## src/rtl/div_pkg.sv

```systemverilog
// Shared types and helpers for the sequential restoring divider.
package div_pkg;

    typedef enum logic [2:0] {
        StIdle,
        StPrep,
        StCalc,
        StFix,
        StDone
    } div_state_e;

    // Helpers work on a wide container so one package serves every divider width.
    localparam int unsigned MaxW = 64;
    typedef logic [MaxW-1:0] word_t;

    function automatic word_t width_mask(input int unsigned w);
        if (w >= MaxW) begin
            return '1;
        end
        return (word_t'(1) << w) - word_t'(1);
    endfunction

    // Most negative w-bit two's-complement value: {1'b1, {w-1{1'b0}}}.
    function automatic word_t min_w(input int unsigned w);
        return word_t'(1) << (w - 1);
    endfunction

    // Magnitude of a w-bit two's-complement value; MIN maps to 2^(w-1).
    function automatic word_t abs_w(input word_t v, input int unsigned w);
        word_t sign;
        sign = v >> (w - 1);
        if (sign[0]) begin
            return (~v + word_t'(1)) & width_mask(w);
        end
        return v & width_mask(w);
    endfunction

endpackage

```

## src/rtl/div_iter_step.sv

```systemverilog
// One restoring-division iteration: shift {rem, quo} left, trial-subtract, keep or restore.
module div_iter_step
    import div_pkg::*;
#(
    parameter int unsigned W = 21
) (
    input  logic [W-1:0] rem_i,
    input  logic [W-1:0] quo_i,
    input  logic [W-1:0] divisor_i,
    output logic [W-1:0] rem_o,
    output logic [W-1:0] quo_o
);

    logic [W:0] rem_sh;
    logic [W:0] trial;

    always_comb begin
        rem_sh = {rem_i, quo_i[W-1]};
        // rem < divisor on entry, so a clear top bit means the subtraction fit
        trial  = rem_sh - {1'b0, divisor_i};
        if (!trial[W]) begin
            rem_o = trial[W-1:0];
            quo_o = {quo_i[W-2:0], 1'b1};
        end else begin
            rem_o = rem_sh[W-1:0];
            quo_o = {quo_i[W-2:0], 1'b0};
        end
    end

endmodule

```

## src/rtl/seq_divider_ss.sv

```systemverilog
// Multi-cycle signed/unsigned restoring divider with valid/ready handshakes,
// one quotient bit per cycle, plus divide-by-zero and signed-overflow flags.
module seq_divider_ss
    import div_pkg::*;
#(
    parameter  int unsigned W  = 21,
    localparam int unsigned CW = $clog2(W + 1)
) (
    input  logic         clk,
    input  logic         rst_n,
    input  logic         in_valid_i,
    output logic         in_ready_o,
    input  logic         in_signed_i,
    input  logic [W-1:0] dividend_i,
    input  logic [W-1:0] divisor_i,
    output logic         out_valid_o,
    input  logic         out_ready_i,
    output logic [W-1:0] quotient_o,
    output logic [W-1:0] remainder_o,
    output logic         div_by_zero_o,
    output logic         overflow_o
);

    localparam logic [W-1:0] MinPat = W'(min_w(W));

    div_state_e    state_q, state_d;
    logic [CW-1:0] cnt_q, cnt_d;
    logic [W-1:0]  a_q, a_d;
    logic [W-1:0]  b_q, b_d;
    logic          sgn_q, sgn_d;
    logic [W-1:0]  rem_q, rem_d;
    logic [W-1:0]  quo_q, quo_d;
    logic [W-1:0]  bmag_q, bmag_d;
    logic          neg_quo_q, neg_quo_d;
    logic          neg_rem_q, neg_rem_d;
    logic [W-1:0]  quotient_q, quotient_d;
    logic [W-1:0]  remainder_q, remainder_d;
    logic          dbz_q, dbz_d;
    logic          ovf_q, ovf_d;

    logic [W-1:0]  a_abs, b_abs;
    logic [W-1:0]  step_rem, step_quo;

    always_comb begin
        a_abs = W'(abs_w(word_t'(a_q), W));
        b_abs = W'(abs_w(word_t'(b_q), W));
    end

    div_iter_step #(
        .W (W)
    ) u_step (
        .rem_i     (rem_q),
        .quo_i     (quo_q),
        .divisor_i (bmag_q),
        .rem_o     (step_rem),
        .quo_o     (step_quo)
    );

    always_comb begin
        state_d     = state_q;
        cnt_d       = cnt_q;
        a_d         = a_q;
        b_d         = b_q;
        sgn_d       = sgn_q;
        rem_d       = rem_q;
        quo_d       = quo_q;
        bmag_d      = bmag_q;
        neg_quo_d   = neg_quo_q;
        neg_rem_d   = neg_rem_q;
        quotient_d  = quotient_q;
        remainder_d = remainder_q;
        dbz_d       = dbz_q;
        ovf_d       = ovf_q;

        in_ready_o  = (state_q == StIdle);
        out_valid_o = (state_q == StDone);

        case (state_q)
            StIdle: begin
                if (in_valid_i) begin
                    a_d     = dividend_i;
                    b_d     = divisor_i;
                    sgn_d   = in_signed_i;
                    state_d = StPrep;
                end
            end
            StPrep: begin
                if (b_q == '0) begin
                    quotient_d  = '1;
                    remainder_d = a_q;
                    dbz_d       = 1'b1;
                    ovf_d       = 1'b0;
                    state_d     = StDone;
                end else if (sgn_q && (a_q == MinPat) && (b_q == '1)) begin
                    quotient_d  = a_q;
                    remainder_d = '0;
                    dbz_d       = 1'b0;
                    ovf_d       = 1'b1;
                    state_d     = StDone;
                end else begin
                    quo_d     = sgn_q ? a_abs : a_q;
                    bmag_d    = sgn_q ? b_abs : b_q;
                    neg_quo_d = sgn_q & (a_q[W-1] ^ b_q[W-1]);
                    neg_rem_d = sgn_q & a_q[W-1];
                    rem_d     = '0;
                    cnt_d     = '0;
                    state_d   = StCalc;
                end
            end
            StCalc: begin
                rem_d = step_rem;
                quo_d = step_quo;
                cnt_d = cnt_q + CW'(1);
                if (cnt_q == CW'(W - 1)) begin
                    state_d = StFix;
                end
            end
            StFix: begin
                quotient_d  = neg_quo_q ? -quo_q : quo_q;
                remainder_d = neg_rem_q ? -rem_q : rem_q;
                dbz_d       = 1'b0;
                ovf_d       = 1'b0;
                state_d     = StDone;
            end
            StDone: begin
                // Returning to idle first keeps accept and output handshake in separate cycles
                if (out_ready_i) begin
                    state_d = StIdle;
                end
            end
            default: begin
                state_d = StIdle;
            end
        endcase
    end

    always_ff @(posedge clk) begin
        if (!rst_n) begin
            state_q     <= StIdle;
            cnt_q       <= '0;
            a_q         <= '0;
            b_q         <= '0;
            sgn_q       <= 1'b0;
            rem_q       <= '0;
            quo_q       <= '0;
            bmag_q      <= '0;
            neg_quo_q   <= 1'b0;
            neg_rem_q   <= 1'b0;
            quotient_q  <= '0;
            remainder_q <= '0;
            dbz_q       <= 1'b0;
            ovf_q       <= 1'b0;
        end else begin
            state_q     <= state_d;
            cnt_q       <= cnt_d;
            a_q         <= a_d;
            b_q         <= b_d;
            sgn_q       <= sgn_d;
            rem_q       <= rem_d;
            quo_q       <= quo_d;
            bmag_q      <= bmag_d;
            neg_quo_q   <= neg_quo_d;
            neg_rem_q   <= neg_rem_d;
            quotient_q  <= quotient_d;
            remainder_q <= remainder_d;
            dbz_q       <= dbz_d;
            ovf_q       <= ovf_d;
        end
    end

    assign quotient_o    = quotient_q;
    assign remainder_o   = remainder_q;
    assign div_by_zero_o = dbz_q;
    assign overflow_o    = ovf_q;

endmodule

```

## config.mk

```make
export PLATFORM = sky130hd
export DESIGN_NAME = seq_divider_ss
export DESIGN_NICKNAME = d
export VERILOG_FILES = /design/src/rtl/div_pkg.sv /design/src/rtl/div_iter_step.sv /design/src/rtl/seq_divider_ss.sv
export SDC_FILE = /design/constraint.sdc
export NUM_CORES = 1
export LEC_CHECK = 0
export CORE_MARGIN = 2
export CORE_UTILIZATION = 45
export DETAILED_ROUTE_END_ITERATION = 12
export PLACE_DENSITY = 0.66
export SLEW_MARGIN = 25
export SYNTH_ARGS = -nofsm -noshare
export SYNTH_HDL_FRONTEND = slang
export SYNTH_SLANG_ARGS = --single-unit
```

## constraint.sdc

```tcl
create_clock -name clk -period 4.7 [get_ports clk]
set_clock_uncertainty 0.15 [all_clocks]
set_input_delay 0.705 -clock clk [delete_from_list [all_inputs] [get_ports clk]]
set_output_delay 0.705 -clock clk [all_outputs]
set_load 0.005 [all_outputs]
```

==> impl_metrics.ini, run 1 <==
[outcome]
outcome = finished, final reports clean

[critical_path]
timing.critical_path.arrival_ns = 4.12
critPathMaxFanout = 23
timing.reg2reg.worst_path_depth = 11
path_class = register to register
rrSetupSlack_ns = 0.78
setup.worst_path.end_class = register
r2r_end = quotient_o[4]$_SDFFE_PN0P_
critPathLaunchType = register
cp.required_ns = 4.91
timing.rr.start = b_q[0]$_SDFFE_PN0P_

[floorplanning]
fp.dieH_um = 144
initial_utilization_pct = 45.5
fp.coreArea_um2 = 19300
die_width_um = 144
die_area_um2 = 20600
pin_count = 93
placement_rows = 51

[drt]
route.vias.total = 7969
drc_violations_left = 0
via_per_inst = 5.56
antenna_viol_nets_final = 0
dr.pass1.iters = 7
first_iter_violations = 607
routed_wire_length_per_instance_um = 16.9
postRouteWirelength_um = 24300

[synth]
dominantRegCellSynth = sky130_fd_sc_hd__dfxtp_1
synth_top_family_by_area = compound AO/OA/AOI/OAI gates
async_flop_share_pct = 0
number_of_flops_mapped_to_enable_cells_by_yosys = 0
synth-seq-cells = 160
syn_avg_cell_area_um2 = 7.95
synthDistinctLibCells = 67
synth.area.mux_share_pct = 0.457
syn_area_um2 = 8760
mappedNetlistNets = 1178
post_synth_xor_area_fraction_pct = 9.30
ys_seq_area_share_pct = 36.6
netlist_instances = 1102
fraction_of_the_mapped_netlist_area_in_compound_gates_pct = 24.6
synthesis.yosys.warnings = 0
synth-simple-area-share_pct = 19.5
yosys.area_share.adder_pct = 4.23

[worst_hold_path]
worstHoldPathCells = 2
worst_hold_path.endpoint = quotient_o[11]$_SDFFE_PN0P_
timing.hold.worst.class = register to register
hold_path_startpoint = quotient_o[11]$_SDFFE_PN0P_

[grt]
grt_start_max_net_pins = 79
grt_antenna_before_repair = 0
globalRouteTotalUtil_pct = 23.4
grt_pass1_wl_um = 38000
first_global_vias = 7199
overflow_left_after_global_routing = 0

[job]
cap_violations = 0

[clock_tree]
cts_inserted_buffers = 17
cts_root_buf = sky130_fd_sc_hd__clkbuf_16
cts_resized = 0
post-cts-setup-buffers = 0
htree_num_levels = 4
maximum_buffer_depth_of_the_clock_tree = 2
cts.reportedPaths.clkPinSlew_ns = 0.07
tritoncts = built
cts.sink_count = 160
insertion_delay_ns = 0.43
post_cts_hold_buffer_count = 0

[power]
power.sequential.fraction_pct = 39.6
irDropWorstVdd_mv = 0.276
clock_power_share_pct = 34.7
switching_share_pct = 33.0
power_per_cell_area_nw_per_um2 = 385
post-layout-total-power_mw = 4.02
switching_power_mw = 1.32
share_comb_of_total_power_pct = 25.7
power.leakage_nw = 3.84
internal_power_mw = 2.69

[placed_design]
dp_cells = 1402
globalplace.congestion = 0.895
io_buffer_count = 92
place_hpwl_um = 17300

[cells_and_area]
layoutNonFillerInstCount = 1434
area.growth.synth_to_final_pct = 19.2
drive_gt1_share_pct = 5.82
final_nets = 1232
finish.utilization_pct = 54.2
antenna-diode-count = 0

[sta]
grt_setup_unrepaired = no
tightestPinTransition_ns = 0.864
period_needed_ns = 3.92
hold_violations = 0
fin_worst_hold_slack_ns = 0.304
setup-violations-final = 0
tns_ns = 0
max_clock_freq_mhz = 255
finalMaxSlewViolations = 0
slew_headroom_pct = 42.4
period_share_pct = 83.3
## sequential cells by signal, summed over array words and instances, names as in the netlist
signal / flops
a_q: 21
b_q: 21
bmag_q: 21
quo_q: 21
quotient_o: 21
rem_q: 21
remainder_o: 21
cnt_q: 5
state_q: 3
div_by_zero_o: 1
neg_quo_q: 1
neg_rem_q: 1
overflow_o: 1
sgn_q: 1
## worst max-delay path: stages (launching register included)
cell	delay, ns
sky130_fd_sc_hd__dfxtp_1	0.36
sky130_fd_sc_hd__inv_1	0.08
sky130_fd_sc_hd__ha_1	0.16
sky130_fd_sc_hd__or3b_1	0.39
sky130_fd_sc_hd__or4_4	0.47
sky130_fd_sc_hd__or3_4	0.43
sky130_fd_sc_hd__nor3_4	0.19
sky130_fd_sc_hd__buf_4	0.28
sky130_fd_sc_hd__a41o_2	0.20
sky130_fd_sc_hd__nand2b_1	0.66
sky130_fd_sc_hd__o221ai_1	0.28
sky130_fd_sc_hd__a21oi_1	0.19
## power by group through the flow
| stage | clock network [mW] | registers (mW) | logic, mW |
|---|---|---|---|
| global placement | 0 | 1.62 | 1.01 |
| CTS | 1.42 | 1.59 | 1.03 |
| finish | 1.39 | 1.59 | 1.03 |
| floorplan | 0 | 1.56 | 0.796 |
| detailed placement | 0 | 1.62 | 1.02 |
| global route | 1.48 | 1.61 | 1.15 |
## final cells by class
cell class                      count  area [µm²]
Tap cell                          265         332
Inverter                           40         151
Clock buffer                       21         480
Fill cell                        1831        8830
Sequential cell                   160        3200
Multi-Input combinational cell    827        5100
Clock inverter                     11         120
Timing Repair Buffer              110        1060
## metal layers
layer / track usage [%] / up-vias / routed length (µm)
met4: 8.82 / 0 / 583
met5: 0 / - / 0
met1: 31.0 / 3697 / 11300
met3: 3.87 / 35 / 1100
met2: 38.2 / 196 / 11300
li1: - / 4041 / -
## cells in the final DEF, fill, tap and decap left out, types with 5 or more instances in the layout
| cell type | instances |
|---|---|
| sky130_fd_sc_hd__or3_1 | 7 |
| sky130_fd_sc_hd__nor2_1 | 105 |
| sky130_fd_sc_hd__a21oi_1 | 99 |
| sky130_fd_sc_hd__a221oi_1 | 5 |
| sky130_fd_sc_hd__nand2_1 | 168 |
| sky130_fd_sc_hd__nor3_1 | 9 |
| sky130_fd_sc_hd__a222oi_1 | 20 |
| sky130_fd_sc_hd__a21o_1 | 6 |
| sky130_fd_sc_hd__o21ai_1 | 17 |
| sky130_fd_sc_hd__clkbuf_16 | 17 |
| sky130_fd_sc_hd__buf_4 | 18 |
| sky130_fd_sc_hd__o41ai_1 | 6 |
| sky130_fd_sc_hd__inv_1 | 39 |
| sky130_fd_sc_hd__clkinv_4 | 5 |
| sky130_fd_sc_hd__o31ai_1 | 14 |
| sky130_fd_sc_hd__a22oi_1 | 21 |
| sky130_fd_sc_hd__ha_1 | 28 |
| sky130_fd_sc_hd__o221ai_1 | 16 |
| sky130_fd_sc_hd__or4_1 | 12 |
| sky130_fd_sc_hd__xor2_1 | 41 |
| sky130_fd_sc_hd__nand3_1 | 9 |
| sky130_fd_sc_hd__a211oi_1 | 36 |
| sky130_fd_sc_hd__nor4_1 | 7 |
| sky130_fd_sc_hd__dfxtp_1 | 160 |
| sky130_fd_sc_hd__nand2b_1 | 11 |
| sky130_fd_sc_hd__xnor2_1 | 52 |
| sky130_fd_sc_hd__clkdlybuf4s50_1 | 92 |
| sky130_fd_sc_hd__o21ai_0 | 57 |
| sky130_fd_sc_hd__and2_1 | 9 |
| sky130_fd_sc_hd__nand4_1 | 8 |
## worst max-delay path by stage
stage                                         endpoint  depth (start not counted)                start  slack, ns
after floorplan           remainder_o[13]$_SDFFE_PN0P_                         11  b_q[1]$_SDFFE_PN0P_       1.74
after global placement     quotient_o[10]$_SDFFE_PN0P_                         11  b_q[1]$_SDFFE_PN0P_       0.91
after detailed placement    quotient_o[4]$_SDFFE_PN0P_                         11  b_q[0]$_SDFFE_PN0P_       0.76
after CTS                   quotient_o[4]$_SDFFE_PN0P_                         11  b_q[0]$_SDFFE_PN0P_       0.75
after global routing        quotient_o[4]$_SDFFE_PN0P_                         11  b_q[0]$_SDFFE_PN0P_       0.51
final                       quotient_o[4]$_SDFFE_PN0P_                         11  b_q[0]$_SDFFE_PN0P_       0.78
## cells in the mapped netlist (8+ instances only)
master / n / area share (%)
sky130_fd_sc_hd__a211oi_1: 37 / 3.2
sky130_fd_sc_hd__a21oi_1: 99 / 5.7
sky130_fd_sc_hd__a222oi_1: 20 / 2.3
sky130_fd_sc_hd__a22oi_1: 21 / 1.8
sky130_fd_sc_hd__and2_1: 9 / 0.64
sky130_fd_sc_hd__buf_2: 9 / 0.51
sky130_fd_sc_hd__clkbuf_1: 58 / 2.5
sky130_fd_sc_hd__dfxtp_1: 160 / 37
sky130_fd_sc_hd__ha_1: 28 / 4.0
sky130_fd_sc_hd__inv_1: 40 / 1.7
sky130_fd_sc_hd__nand2_1: 168 / 7.2
sky130_fd_sc_hd__nand2b_1: 11 / 0.79
sky130_fd_sc_hd__nand3_1: 9 / 0.51
sky130_fd_sc_hd__nand4_1: 8 / 0.57
sky130_fd_sc_hd__nor2_1: 106 / 4.5
sky130_fd_sc_hd__nor3_1: 9 / 0.51
sky130_fd_sc_hd__o21ai_0: 57 / 3.3
sky130_fd_sc_hd__o21ai_1: 17 / 0.97
sky130_fd_sc_hd__o221ai_1: 16 / 1.6
sky130_fd_sc_hd__o31ai_1: 14 / 1.2
sky130_fd_sc_hd__or4_1: 12 / 1.0
sky130_fd_sc_hd__xnor2_1: 52 / 5.2
sky130_fd_sc_hd__xor2_1: 41 / 4.1
## cells by family (layout without fill, tap and decap cells)
kind of cell | count (synthesis) | in the layout
simple gates | 372 | 372
compound gates | 329 | 329
flops | 160 | 160
mux | 4 | 4
buf+inv | 115 | 182
xor+xnor | 93 | 93
fa+ha+maj | 29 | 29
## through the flow
| step | setup slack (ns) | cell area [µm²] |
|---|---|---|
| after floorplan | 1.74 | 8760 |
| after global placement | 0.909 | 9840 |
| after detailed placement | 0.764 | 9840 |
| after CTS | 0.748 | 10400 |
| after global routing | 0.508 | 10400 |
| final | 0.784 | 10400 |
(Power assumes the default switching activity.)
==> inputs of run 2 (changes only) <==
PLACE_DENSITY = 0.68   (was 0.66)
clock period = 3.5 ns   (was 4.7 ns; I/O delays follow)
==> impl_metrics.ini, run 2 (synthesized netlist as in run 1, its figures left out) <==
[outcome]
outcome = finished, final reports clean

[sta]
setup-violations-final = 0
period_needed_ns = 3.26
finalMaxSlewViolations = 0
slew_headroom_pct = 48.7
hold_violations = 0
max_clock_freq_mhz = 307
tns_ns = 0
tightestPinTransition_ns = 0.767
grt_setup_unrepaired = no
period_share_pct = 93.1

[grt]
first_global_vias = 7593
grt_pass1_wl_um = 40000
grt_start_max_net_pins = 119
overflow_left_after_global_routing = 0
globalRouteTotalUtil_pct = 24.6
grt_antenna_before_repair = 0

[power]
switching_power_mw = 1.77
power_per_cell_area_nw_per_um2 = 523
clock_power_share_pct = 35.8
post-layout-total-power_mw = 5.64
internal_power_mw = 3.87
irDropWorstVdd_mv = 0.363
share_comb_of_total_power_pct = 27.1
power.sequential.fraction_pct = 37.1
switching_share_pct = 31.4
power.leakage_nw = 4.05

[cells_and_area]
drive_gt1_share_pct = 8.24
final_nets = 1265
postLayoutCellArea_um2 = 10800
mostFrequentLayoutCell = sky130_fd_sc_hd__nand2_1
area.growth.synth_to_final_pct = 23.1
finish.utilization_pct = 56.0
most-common-layout-cells = 168 x sky130_fd_sc_hd__nand2_1, 160 x sky130_fd_sc_hd__dfxtp_1, 105 x sky130_fd_sc_hd__nor2_1
antenna-diode-count = 0

[floorplanning]
placement_rows = 51
initial_utilization_pct = 45.5
fp.coreArea_um2 = 19300
die_width_um = 144
fp.dieH_um = 144
pin_count = 93
die_area_um2 = 20600

[clock_tree]
maximum_buffer_depth_of_the_clock_tree = 2
tritoncts = built
cts_root_buf = sky130_fd_sc_hd__clkbuf_16
insertion_delay_ns = 0.43
cts_inserted_buffers = 17
cts_resized = 0
post-cts-setup-buffers = 0
cts.sink_count = 160
post_cts_hold_buffer_count = 0
cts.reportedPaths.clkPinSlew_ns = 0.06
htree_num_levels = 4

[critical_path]
worst_path_largest_cell_delay_ns = 0.62
timing.critical_path.arrival_ns = 3.46
crit_path_top_delay_cell = sky130_fd_sc_hd__or4_1
critPathMaxFanout = 32
critPathLaunchType = register
timing.critical_path.cells = or4_1 -> or4_1 -> nor4_2 -> buf_4 -> a211oi_4 -> buf_4 -> nor2_1 -> nand2_1 -> a21oi_1
cp.required_ns = 3.70
path_class = register to register
setup.worst_path.end_class = register

[drt]
postRouteWirelength_um = 25200
route.vias.total = 8331
first_iter_violations = 694
routed_wire_length_per_instance_um = 17.2
antenna_viol_nets_final = 0
dr.pass1.iters = 6
via_per_inst = 5.68
drc_violations_left = 0

[worst_hold_path]
timing.hold.worst.class = register to register

[job]
cap_violations = 0

[placed_design]
place_hpwl_um = 18000
placedInstanceArea_um2 = 10100
io_buffer_count = 92
globalplace.congestion = 0.913
## run 2: cell count changes in the layout (fill, tap and decap cells not counted), sizes merged
cell / before / now
clkbuf: 21 / 22
buf: 18 / 51
inv: 44 / 39
clkinvlp: 0 / 1
clkinv: 6 / 5
bufinv: 1 / 4
## run 2: worst max-delay path, delay by kind of cell (launching register included)
kind | cells | cell delay [ns]
buf+inv | 2 | 0.47
flops | 1 | 0.34
compound gates | 2 | 0.22
simple gates | 5 | 2.00
## run 2: final timing paths
check        cells past startpoint                          end                        start  slack (ns)
max                              9       quo_q[17]$_SDFFE_PN0P_         a_q[13]$_SDFFE_PN0P_        0.24
max reg2reg                      9       quo_q[17]$_SDFFE_PN0P_         a_q[13]$_SDFFE_PN0P_        0.24
min                              2  quotient_o[15]$_SDFFE_PN0P_  quotient_o[15]$_SDFFE_PN0P_        0.30
min reg2reg                      2  quotient_o[15]$_SDFFE_PN0P_  quotient_o[15]$_SDFFE_PN0P_        0.30
## run 2: power groups by stage
stage,logic (mW),clock network (mW),registers (mW)
floorplan,1.07,0,2.10
global placement,1.50,0,2.13
detailed placement,1.50,0,2.13
CTS,1.51,2.04,2.09
global route,1.69,2.13,2.11
finish,1.53,2.02,2.10
## run 2: per-stage QoR
| stage | hold slack (ns) | worst slack, ns | cells |
|---|---|---|---|
| final | 0.305 | 0.242 | 1466 |
| after CTS | 0.301 | 0.294 | 1466 |
| after detailed placement | 0.294 | 0.316 | 1435 |
| after global routing | 0.323 | 0.0291 | 1466 |
| after global placement | 0.290 | 0.286 | 1435 |
| after floorplan | 0.295 | 0.537 | 1102 |
## run 2: cell type report
| type | count | area [µm²] |
|---|---|---|
| sequential | 160 | 3200 |
| fill | 1824 | 8490 |
| clock inverter | 9 | 155 |
| tap | 265 | 332 |
| clock buffer | 22 | 484 |
| multi-input combinational | 827 | 5100 |
| timing repair buffer | 143 | 1350 |
| inverter | 40 | 151 |
## run 2: layer usage
metal	routed length [µm]	track usage, %
met3	1620	4.20
met1	11200	33.2
met4	847	10.1
met5	0	0
met2	11500	39.2
==> inputs of run 3 (changes only) <==
GPL_TIMING_DRIVEN = 0   (was default)
MAX_ROUTING_LAYER = met4   (was default)
==> impl_metrics.ini, run 3 (synthesized netlist as in run 1, its figures left out) <==
[sta]
period_share_pct = 96.2
period_needed_ns = 3.37
max_clock_freq_mhz = 297
grt_setup_unrepaired = no
hold_violations = 0
finalMaxSlewViolations = 0
setup-violations-final = 0
worst_slack_ns = 0.132
slew_headroom_pct = 46.4
tightestPinTransition_ns = 0.799

[clock_tree]
post_cts_hold_buffer_count = 0
cts.reportedPaths.clkPinSlew_ns = 0.07
tritoncts = built
insertion_delay_ns = 0.44
cts_inserted_buffers = 17
maximum_buffer_depth_of_the_clock_tree = 2
cts_root_buf = sky130_fd_sc_hd__clkbuf_16
cts.sink_count = 160
htree_num_levels = 4

[floorplanning]
initial_utilization_pct = 45.5
placement_rows = 51
die_area_um2 = 20600
fp.dieH_um = 144
die_width_um = 144
fp.coreArea_um2 = 19300
pin_count = 93

[cells_and_area]
layoutNonFillerInstCount = 1492
antenna-diode-count = 0
most-common-layout-cells = 168 x sky130_fd_sc_hd__nand2_1, 160 x sky130_fd_sc_hd__dfxtp_1, 106 x sky130_fd_sc_hd__nor2_1
drive_gt1_share_pct = 5.87
final_nets = 1290
area.growth.synth_to_final_pct = 22.1
finish.utilization_pct = 55.5
postLayoutCellArea_um2 = 10700
mostFrequentLayoutCell = sky130_fd_sc_hd__nand2_1

[placed_design]
place_hpwl_um = 20800
dp_slack_ns = -0.192
placedInstanceArea_um2 = 10000
io_buffer_count = 92
dp_cells = 1459
globalplace.congestion = 0.947

[drt]
routed_wire_length_per_instance_um = 18.2
postRouteWirelength_um = 27200
antenna_viol_nets_final = 0
via_per_inst = 5.74
first_iter_violations = 747
drc_violations_left = 0
route.vias.total = 8569
dr.pass1.iters = 6

[critical_path]
path_class = register to register
timing.critical_path.arrival_ns = 3.55
setup.worst_path.end_class = register
critPathMaxFanout = 10
critPathLaunchType = register
cp.required_ns = 3.68

[grt]
grt_pass1_wl_um = 42500
overflow_left_after_global_routing = 0
grt_start_max_net_pins = 17
global_route.peak_usage_layer = met2
grt_antenna_before_repair = 0
first_global_vias = 7922
grt_util_met1_pct = 35.2
grtUsageMet2_pct = 43.3
grt_util_met3_pct = 4.33
globalRouteTotalUtil_pct = 27.4

[power]
clock_power_share_pct = 36.3
internal_power_mw = 3.78
switching_share_pct = 33.6
power.sequential.fraction_pct = 37.4
switching_power_mw = 1.91
share_comb_of_total_power_pct = 26.4
power_per_cell_area_nw_per_um2 = 532
power.leakage_nw = 3.95
post-layout-total-power_mw = 5.69
irDropWorstVdd_mv = 0.304

[outcome]
outcome = finished, final reports clean

[job]
cap_violations = 0

[worst_hold_path]
timing.hold.worst.class = register to register
==> run 3: worst paths after layout <==
check                                endpoint  cells past startpoint                         from  slack (ns)
setup / recovery       quo_q[11]$_SDFFE_PN0P_                     11          b_q[0]$_SDFFE_PN0P_        0.13
hold / removal    quotient_o[13]$_SDFFE_PN0P_                      2  quotient_o[13]$_SDFFE_PN0P_        0.30
setup reg to reg       quo_q[11]$_SDFFE_PN0P_                     11          b_q[0]$_SDFFE_PN0P_        0.13
hold reg to reg   quotient_o[13]$_SDFFE_PN0P_                      2  quotient_o[13]$_SDFFE_PN0P_        0.30
==> run 3: routing by layer <==
metal	vias up	wire length, µm
met2	292	12500
li1	4159	-
met4	0	906
met1	4063	12200
met5	-	0
met3	55	1610
==> run 3: cell type report <==
cell class                 instances  area, µm²
multi-input combinational        827       5110
sequential                       160       3200
clock inverter                    15        216
clock buffer                      17        425
timing repair buffer              93        928
fill                            1834       8570
tap                              265        332
buffer                            75        329
inverter                          40        150
==> run 3: per-stage QoR <==
step / setup TNS, ns / hold slack (ns)
global route: 0 / 0.321
global placement: -1.66 / 0.288
CTS: 0 / 0.305
detailed placement: -3.40 / 0.298
finish: 0 / 0.301
floorplan: 0 / 0.295
==> run 3: worst max-delay path: stages, from the launching register on <==
cell and delay (ns):
sky130_fd_sc_hd__dfxtp_1 0.39, sky130_fd_sc_hd__inv_1 0.08, sky130_fd_sc_hd__ha_1 0.15, sky130_fd_sc_hd__or3b_1 0.40, sky130_fd_sc_hd__or4_4 0.49, sky130_fd_sc_hd__nor4_4 0.53, sky130_fd_sc_hd__a211oi_1 0.25, sky130_fd_sc_hd__nand2b_1 0.20
sky130_fd_sc_hd__buf_2 0.20, sky130_fd_sc_hd__buf_2 0.22, sky130_fd_sc_hd__o21ai_1 0.14, sky130_fd_sc_hd__nor2_1 0.05
==> run 3: power groups by stage <==
| stage | combinational, mW | sequential, mW | clock, mW |
|---|---|---|---|
| after floorplan | 1.07 | 2.10 | 0 |
| after global placement | 1.43 | 2.16 | 0 |
| after detailed placement | 1.45 | 2.16 | 0 |
| after CTS | 1.46 | 2.12 | 2.08 |
| after global routing | 1.65 | 2.14 | 2.16 |
| final | 1.50 | 2.13 | 2.06 |
==> run 3: repair_timing <==
action	CTS	global route
pin swaps	0	1
setup endpoints to repair	20	46
endpoints found under the hold margin	0	0
buffers inserted	0	1
resized for setup	5	7
